`src/rtl/ripple_carry_adder.sv`:
```
// ripple_carry_adder: registered unsigned adder built from a visible chain of one-bit full adders.
// Sum[WIDTH] is the carry-out; reset clears the output register asynchronously.
module ripple_carry_adder_fa (
    input  logic i_a,
    input  logic i_b,
    input  logic i_c,
    output logic o_s,
    output logic o_c
);
    logic w_p;
    assign w_p = i_a ^ i_b;
    assign o_s = w_p ^ i_c;
    assign o_c = (i_a & i_b) | (i_c & w_p);
endmodule

module ripple_carry_adder #(
    parameter int WIDTH = 4
) (
    input  logic             clk,
    input  logic             rst_n,
    input  logic [WIDTH-1:0] A,
    input  logic [WIDTH-1:0] B,
    output logic [WIDTH:0]   Sum
);
    logic [WIDTH:0]   w_c;
    logic [WIDTH-1:0] w_s;
    assign w_c[0] = 1'b0;
    // Explicit stage chain so synthesis keeps the ripple structure instead of inferring an adder.
    for (genvar i = 0; i < WIDTH; i++) begin : g_stage
        ripple_carry_adder_fa u_fa (
            .i_a(A[i]),
            .i_b(B[i]),
            .i_c(w_c[i]),
            .o_s(w_s[i]),
            .o_c(w_c[i+1])
        );
    end
    always_ff @(posedge clk or negedge rst_n) begin
        if (!rst_n) Sum <= '0;
        else Sum <= {w_c[WIDTH], w_s};
    end
endmodule

```
`config.mk`:
```
export PLATFORM = sky130hd
export DESIGN_NAME = ripple_carry_adder
export DESIGN_NICKNAME = d
export VERILOG_FILES = /design/src/rtl/ripple_carry_adder.sv
export SDC_FILE = /design/constraint.sdc
export NUM_CORES = 1
export LEC_CHECK = 0
export BUFFER_PORTS_ARGS = -buffer_cell sky130_fd_sc_hd__buf_4
export CAP_MARGIN = 20
export CORE_AREA = 5 5 42 44
export CTS_CLUSTER_SIZE = 8
export DETAILED_ROUTE_END_ITERATION = 10
export DIE_AREA = 0 0 47 49
export PLACE_DENSITY = 0.44
export SYNTH_ARGS = -nofsm -noshare
export SYNTH_HDL_FRONTEND = slang
export SYNTH_HIERARCHICAL = 1
export SYNTH_SLANG_ARGS = --single-unit
export TNS_END_PERCENT = 1
```
`constraint.sdc`:
```
create_clock -name clk -period 1.3 [get_ports clk]
set_clock_uncertainty 0.05 [all_clocks]
set_input_delay 0.26 -clock clk [delete_from_list [all_inputs] [get_ports clk]]
set_output_delay 0.26 -clock clk [all_outputs]
set_load 0.05 [all_outputs]
```
# Yosys cells after proc, flatten, opt, wreduce, memory -nomap -nowiden
# Index checks and enable logic that the tools add are counted.
dict set report totals {
  input_bits 10
  reg_bits 5
}
dict set report op_classes {
  bitwise 17
}
# cell count
set ops {}
lappend ops {{$and 1x1->1} 7}
lappend ops {{$xor 1x1->1} 7}
lappend ops {{$or 1x1->1} 3}

# Logic depth before layout (Yosys ltp)
# Gate-level depths: netlist of the first run.
dict set report logic_depth {
  ltp_word 7
  depth_mapped 4
  ltp_nobuf 4
}

# Modules after synthesis
# The synthesis of the first run kept the hierarchy.
# module cells_per_inst n_inst seq_area_each_um2 area_each_um2
set by_module_without_submodules {}
lappend by_module_without_submodules {ripple_carry_adder 6 1 125.1 128.9}
lappend by_module_without_submodules {ripple_carry_adder_fa 1 4 0.0 20.0}

# Worst setup path before layout of the first run
# No wires, ideal clock.
dict set report synth_path {
  path_kind {input-to-reg}
  start {in A[0]}
  end {reg Sum[3]}
  cell_stages 4
  n_path_buf 0
  setup_slack_ps -741
  t_required_ps 1114
  arrival_time_ps 1856
  cell_sequence {fa_1 -> fa_1 -> fa_1 -> fa_1}
}
dict set report synth_between {
  elab_chain_len 6
}
# element line
set synth_lines {}
lappend synth_lines {{from (decl)} 21} ;# input logic [WIDTH-1:0] A,
lappend synth_lines {{$and 1x1->1 (2 in series)} 13} ;# assign o_c = (i_a & i_b) | (i_c & w_p);
lappend synth_lines {{$or 1x1->1} 13}
lappend synth_lines {{via w_c[2]} 25} ;# logic [WIDTH:0] w_c;
lappend synth_lines {{$and 1x1->1} 13}
lappend synth_lines {{$or 1x1->1} 13}
lappend synth_lines {{via w_c[3]} 25}
lappend synth_lines {{$xor 1x1->1} 12} ;# assign o_s = w_p ^ i_c;
lappend synth_lines {{via w_s[3]} 26} ;# logic [WIDTH-1:0] w_s;
lappend synth_lines {{to (signal assigned)} 40} ;# else Sum <= {w_c[WIDTH], w_s};
lappend synth_lines {{to (decl)} 23} ;# output logic [WIDTH:0] Sum
# The timed path passes the listed nets, and every way through them passes these cells.

# Final worst setup path of the first run
dict set report layout_path {
  start {in B[0]}
  end {reg Sum[3]}
}
dict set report layout_between {
  elab_chain_len 6
}
# element line
set layout_lines {}
lappend layout_lines {{from (decl)} 22} ;# input logic [WIDTH-1:0] B,
lappend layout_lines {{$and 1x1->1} 13}
lappend layout_lines {{via w_c[1]} 25}
lappend layout_lines {{$and 1x1->1} 13}
lappend layout_lines {{$or 1x1->1} 13}
lappend layout_lines {{via w_c[2]} 25}
lappend layout_lines {{$and 1x1->1} 13}
lappend layout_lines {{$or 1x1->1} 13}
lappend layout_lines {{via w_c[3]} 25}
lappend layout_lines {{$xor 1x1->1} 12}
lappend layout_lines {{via w_s[3]} 26}
# The timed path passes the listed nets, and every way through them passes these cells.

==> key figures, run 1 <==
Cells and area
  – FILL cells: 158
  – Most frequent cells in the layout: buf_4, dfrtp_1, clkbuf_4, fa_2, buf_6
  – Largest register by flop count: Sum
  – Max reg flops: 5
  – Nets: 44
  – Area Growth Syn to Fin: 84.4%
  – Antenna Cells: 0
  – Fin cells: 45
  – Commonest non-fill, non-tap cell in the layout: buf_4
  – Regs by FF count: Sum: 5 flops
  – Layout cell share with drive strength beyond 1: 69.0%

Detailed routing
  – WL/cell: 8.44 um
  – Vias: 139
  – Post-route ant nets: 0
  – Initial drt markers: 0
  – DRT Wirelength: 380 um
  – DR pass1 iterations: 1
  – Mean number of vias per cell: 3.09
  – Post-route DRC: 0

CTS
  – H-tree Lvls: 1
  – Root buf cell: clkbuf_4
  – CTS tree: done
  – CTS max path bufs: 2
  – TritonCTS Sinks: 5
  – Clock transition at path regs: 40 ps
  – Postcts setup bufs: 0
  – Total CTS buffers: 3

Timing
  – Final Hold Vio Count: 0
  – Final worst slack: -489 ps
  – Max-slew violations: 0
  – Post-layout minimum cycle time: 1790 ps
  – RSZ-0062 raised after global routing: yes
  – Finish-stage setup viols: 3
  – Share of the clock period used by the worst path: 138%
  – Fmax: 559 MHz

Worst setup path
  – Slowest stage cell, crit path: fa_1
  – Crit-path cells: buf_6 > fa_2 > fa_2 > fa_2 > fa_1
  – Crit Path Max Fanout: 1
  – Critical path arrival: 1850 ps
  – CP bufs+invs: 1
  – Worst path max stage delay: 420 ps
  – Critical Path Sink Type: flip-flop
  – WS Path Type: in -> reg
  – Startpoint types: input port
  – WP data required: 1360 ps
  – Cell mode on critical path: fa_2
  – Cell family with most CP delay: adder cells

GRT
  – Initial antenna violation count: 0
  – Largest net degree at the start of global routing: 6
  – Vias in the first global route: 156
  – First-pass GRT wire length: 558 um
  – GR Overflow Total: 0
  – Global Route Usage Sum: 4.21%

Power and ir drop
  – VDD IR-drop max: 0.303 mV
  – Pint: 363 uW
  – Flop pwr share: 34.0%
  – Power density over the cells: 1430 nW/um2
  – NetSw: 188 uW
  – Pleak: 0.000177 uW
  – Clock share of power: 31.5%
  – Comb pwr share: 34.6%
  – Net Sw Frac: 34.1%

Placement
  – Placement Setup Slack: -791 ps
  – Placer Congestion: 0.595
  – Post-Place Cells: 40
  – Port bufs: 14

Floorplanning
  – Starting Density: 14.9%
  – DIE HEIGHT: 49 um
  – Die area: 2300 um2
  – Die Width: 47 um
  – Io pins: 15
  – FP Rows: 14
  – Core Region: 1400 um2

Synth
  – Yosys reg bits: 5
  – Seq/Total Area, Yosys: 59.9%
  – Synthesized Nets: 24
  – Yosys cell types: 3
  – Yosys Warn Count: 6
  – Mapped cell area: 209 um2
  – Synthesized instance count: 10
  – Post-synthesis area per instance: 20.9 um2

Job
  – Max cap viols: 0

Hold path
  – Worst hold path type: in -> reg

Run status
  – Failing checks: negative setup slack
  – Status: finished with violations
## area by class of cell
| cell class | instances | area (um2) | share of cell area [%] |
|---|---|---|---|
| clock buffer | 4 | 26.3 | 6.82 |
| tap | 16 | 20.0 | 5.19 |
| timing repair buffer | 15 | 123 | 31.8 |
| multi-input combinational | 5 | 91.3 | 23.7 |
| sequential | 5 | 125 | 32.5 |
## through the flow
step	hold slack, ps	TNS, ps	cell area (um2)	util [%]	total power [uW]
2_1_floorplan	-85.6	-1520	216	-	302
3_3_place_gp	10.6	-2120	342	24.4	379
3_5_place_dp	12.0	-2110	342	24.4	379
4_1_cts	229	-1070	385	27.5	564
5_1_grt	249	-1180	385	27.5	576
6_report	235	-1090	385	27.5	551
## what timing repair did
action                                  CTS  global route
resized for setup                         2             0
hold endpoints to repair                  5             0
hold buffers                              1             0
pin swaps                                 3             2
endpoints found under the setup margin    3             3
## final timing paths
| kind | from | end | slack, ps | depth (start not counted) |
|---|---|---|---|---|
| max | B[0] | Sum[3] | -490 | 5 |
| min | B[3] | Sum[3] | 240 | 2 |
| max in group asynchronous | rst_n | Sum[3] | 790 | 2 |
| min in group asynchronous | rst_n | Sum[1] | 310 | 2 |
## per-layer routing
| layer | GRT usage [%] | part of all wire, % | vias to the layer above |
|---|---|---|---|
| met1 | 4.57 | 32 | 55 |
| met5 | 0 | 0 | - |
| met4 | 9.68 | 11 | 0 |
| met3 | 0 | 19 | 4 |
| li1 | - | - | 66 |
| met2 | 4.07 | 38 | 14 |
## power by group through the flow
stage          clock (uW)  combinational (uW)  sequential [uW]
2_1_floorplan           0                18.5              283
3_3_place_gp            0                 190              189
3_5_place_dp            0                 189              190
4_1_cts               183                 194              187
5_1_grt               185                 202              190
6_report              173                 191              187
## synthesized netlist by cell type (all sizes together)
master / number / area share, %
conb: 1 / 1.8
dfrtp: 5 / 60
fa: 4 / 38
## cells by family after synthesis
logic type,Yosys count,synth area share [%]
adder cells (fa/ha/maj),4,38.3
flip-flops,5,59.9
other,1,1.79
Power figures use the tool's default switching activity.
==> run 2, diff against run 1 <==
- REMOVE_ABC_BUFFERS: default -> 1
==> run 2 against run 1 <==
The flow still finishes with violations (negative setup slack). Routed wire length did not move. Setup slack got worse by 3.1 ps. Highest routed layer unchanged. Sequential share of layout area rose by 0.32 points. Sequential power barely moved. Non-clock buffer count did not move. Hold slack improved by 3.5 ps. Count of clock-buffer cells in the layout did not move. Design area fell by 0.97%. Total power fell by 0.19%.
==> key figures, run 2 (synthesis results as in run 1) <==
Floorplanning
  – Starting Density: 14.9% (unchanged)
  – Core Region: 1400 um2 (unchanged)
  – Die area: 2300 um2 (unchanged)
  – Die Width: 47 um (unchanged)
  – FP Rows: 14 (unchanged)
  – DIE HEIGHT: 49 um (unchanged)
  – Io pins: 15 (unchanged)

CTS
  – Postcts setup bufs: 0 (unchanged)
  – Root buf cell: clkbuf_4
  – CTS max path bufs: 2 (unchanged)
  – Total CTS buffers: 3 (unchanged)
  – CTS tree: done
  – H-tree Lvls: 1 (unchanged)
  – Clock transition at path regs: 40 ps (about the same)
  – TritonCTS Sinks: 5 (unchanged)

Power and ir drop
  – Power density over the cells: 1440 nW/um2 (+0.79%)
  – VDD IR-drop max: 0.328 mV (+8.2%)
  – Pleak: 0.000176 uW (-0.70%)

Cells and area
  – Nets: 44 (unchanged)
  – Fin cells: 45 (unchanged)
  – Most frequent cells in the layout: buf_4, dfrtp_1, clkbuf_4, fa_2
  – Multi-input gate area: 91.3 um2 (unchanged)
  – Sequential Area: 125 um2 (unchanged)
  – FILL cells: 156 (-1.3%)
  – Area Growth Syn to Fin: 82.6%
  – Regs by FF count: Sum: 5 flops
  – Largest register by flop count: Sum
  – Layout cell share with drive strength beyond 1: 69.0% (unchanged)
  – Commonest non-fill, non-tap cell in the layout: buf_4
  – Max reg flops: 5 (unchanged)
  – Antenna Cells: 0 (unchanged)

Hold path
  – Hold Path Cell Cnt: 2 (unchanged)
  – Worst Hold End: Sum[3]
  – Worst hold path type: in -> reg
  – Hold Crit Start: B[3]

Worst setup path
  – Crit Path Max Fanout: 1 (unchanged)
  – CP bufs+invs: 1 (unchanged)
  – WP depth: 5 (unchanged)
  – Startpoint types: input port
  – Crit-path cells: buf_6 > fa_2 > fa_2 > fa_2 > fa_1
  – Cell family with most CP delay: adder cells
  – Slowest stage cell, crit path: fa_1
  – Critical Path Sink Type: flip-flop
  – Critical path arrival: 1850 ps (about the same)
  – WS Path Type: in -> reg
  – Worst path max stage delay: 430 ps (about the same)
  – Cell mode on critical path: fa_2
  – WP data required: 1360 ps (about the same)

GRT
  – Initial antenna violation count: 0 (unchanged)
  – First-pass GRT wire length: 545 um (-2.3%)
  – Largest net degree at the start of global routing: 6 (unchanged)
  – Global Route Usage Sum: 4.13% (-0.071 points)
  – GR Overflow Total: 0 (unchanged)
  – Vias in the first global route: 151 (-3.2%)

Placement
  – Post-Place Cells: 40 (unchanged)
  – Placer Congestion: 0.601 (+0.96%)
  – Placement Setup Slack: -912 ps (-122 ps)
  – Port bufs: 14 (unchanged)

Timing
  – Finish-stage setup viols: 3 (unchanged)
  – Fmax: 558 MHz (-0.17%)
  – Post-layout minimum cycle time: 1790 ps (+3.06 ps)
  – Max-slew violations: 0 (unchanged)
  – Final worst slack: -492 ps (-3.06 ps)
  – RSZ-0062 raised after global routing: yes
  – Final Hold Vio Count: 0 (unchanged)
  – Share of the clock period used by the worst path: 138% (+0.24 points)

Detailed routing
  – Post-route DRC: 0 (unchanged)
  – Mean number of vias per cell: 3.13 (+1.4%)
  – Initial drt markers: 0 (unchanged)
  – Vias: 141 (+1.4%)
  – DRT Wirelength: 380 um (unchanged)
  – Post-route ant nets: 0 (unchanged)
  – DR pass1 iterations: 1 (unchanged)
  – WL/cell: 8.44 um (unchanged)

Job
  – Max cap viols: 0 (unchanged)

Run status
  – Failing checks: negative setup slack
  – Status: finished with violations
run 2: worst max path at each step:
stage                   to  start
floorplan           Sum[3]   A[0]
global placement    Sum[3]   A[0]
detailed placement  Sum[3]   A[0]
CTS                 Sum[3]   A[0]
global route        Sum[3]   A[0]
finish              Sum[3]   A[0]
run 2: routing by layer:
layer | vias to the layer above | share of wire, % | GRT usage [%]
met4 | 0 | 11 | 9.68
li1 | 66 | - | -
met1 | 57 | 29 | 4.11
met2 | 14 | 38 | 4.07
met3 | 4 | 21 | 0.369
met5 | - | 0 | 0
run 2: cell type report:
| type | count | area share [%] |
|---|---|---|
| flip-flops and latches | 5 | 32.8 |
| repair buffers | 15 | 31.1 |
| multi-input cells | 5 | 23.9 |
| clock buffers | 4 | 6.89 |
| well taps | 16 | 5.25 |
run 2: report_power, final:
part	internal (uW)	switching, uW
registers	181	6.29
clock network	116	57.0
logic	65.4	124
run 2: through the flow:
stage	util (%)	hold slack, ps	setup TNS, ps	power, uW	instance area, um2
after floorplan	-	-85.6	-1770	299	209
after global placement	23.8	10.7	-2390	375	334
after detailed placement	23.8	10.9	-2410	376	334
after CTS	27.2	232	-1080	563	382
after global routing	27.2	241	-1170	575	382
final	27.2	239	-1100	550	382
run 2: what timing repair did:
| item | CTS | global route |
|---|---|---|
| endpoints found under the setup margin | 3 | 3 |
| hold endpoints to repair | 5 | 0 |
| hold buffers | 1 | 0 |
| pin swaps | 0 | 0 |
| gates resized for setup | 4 | 0 |
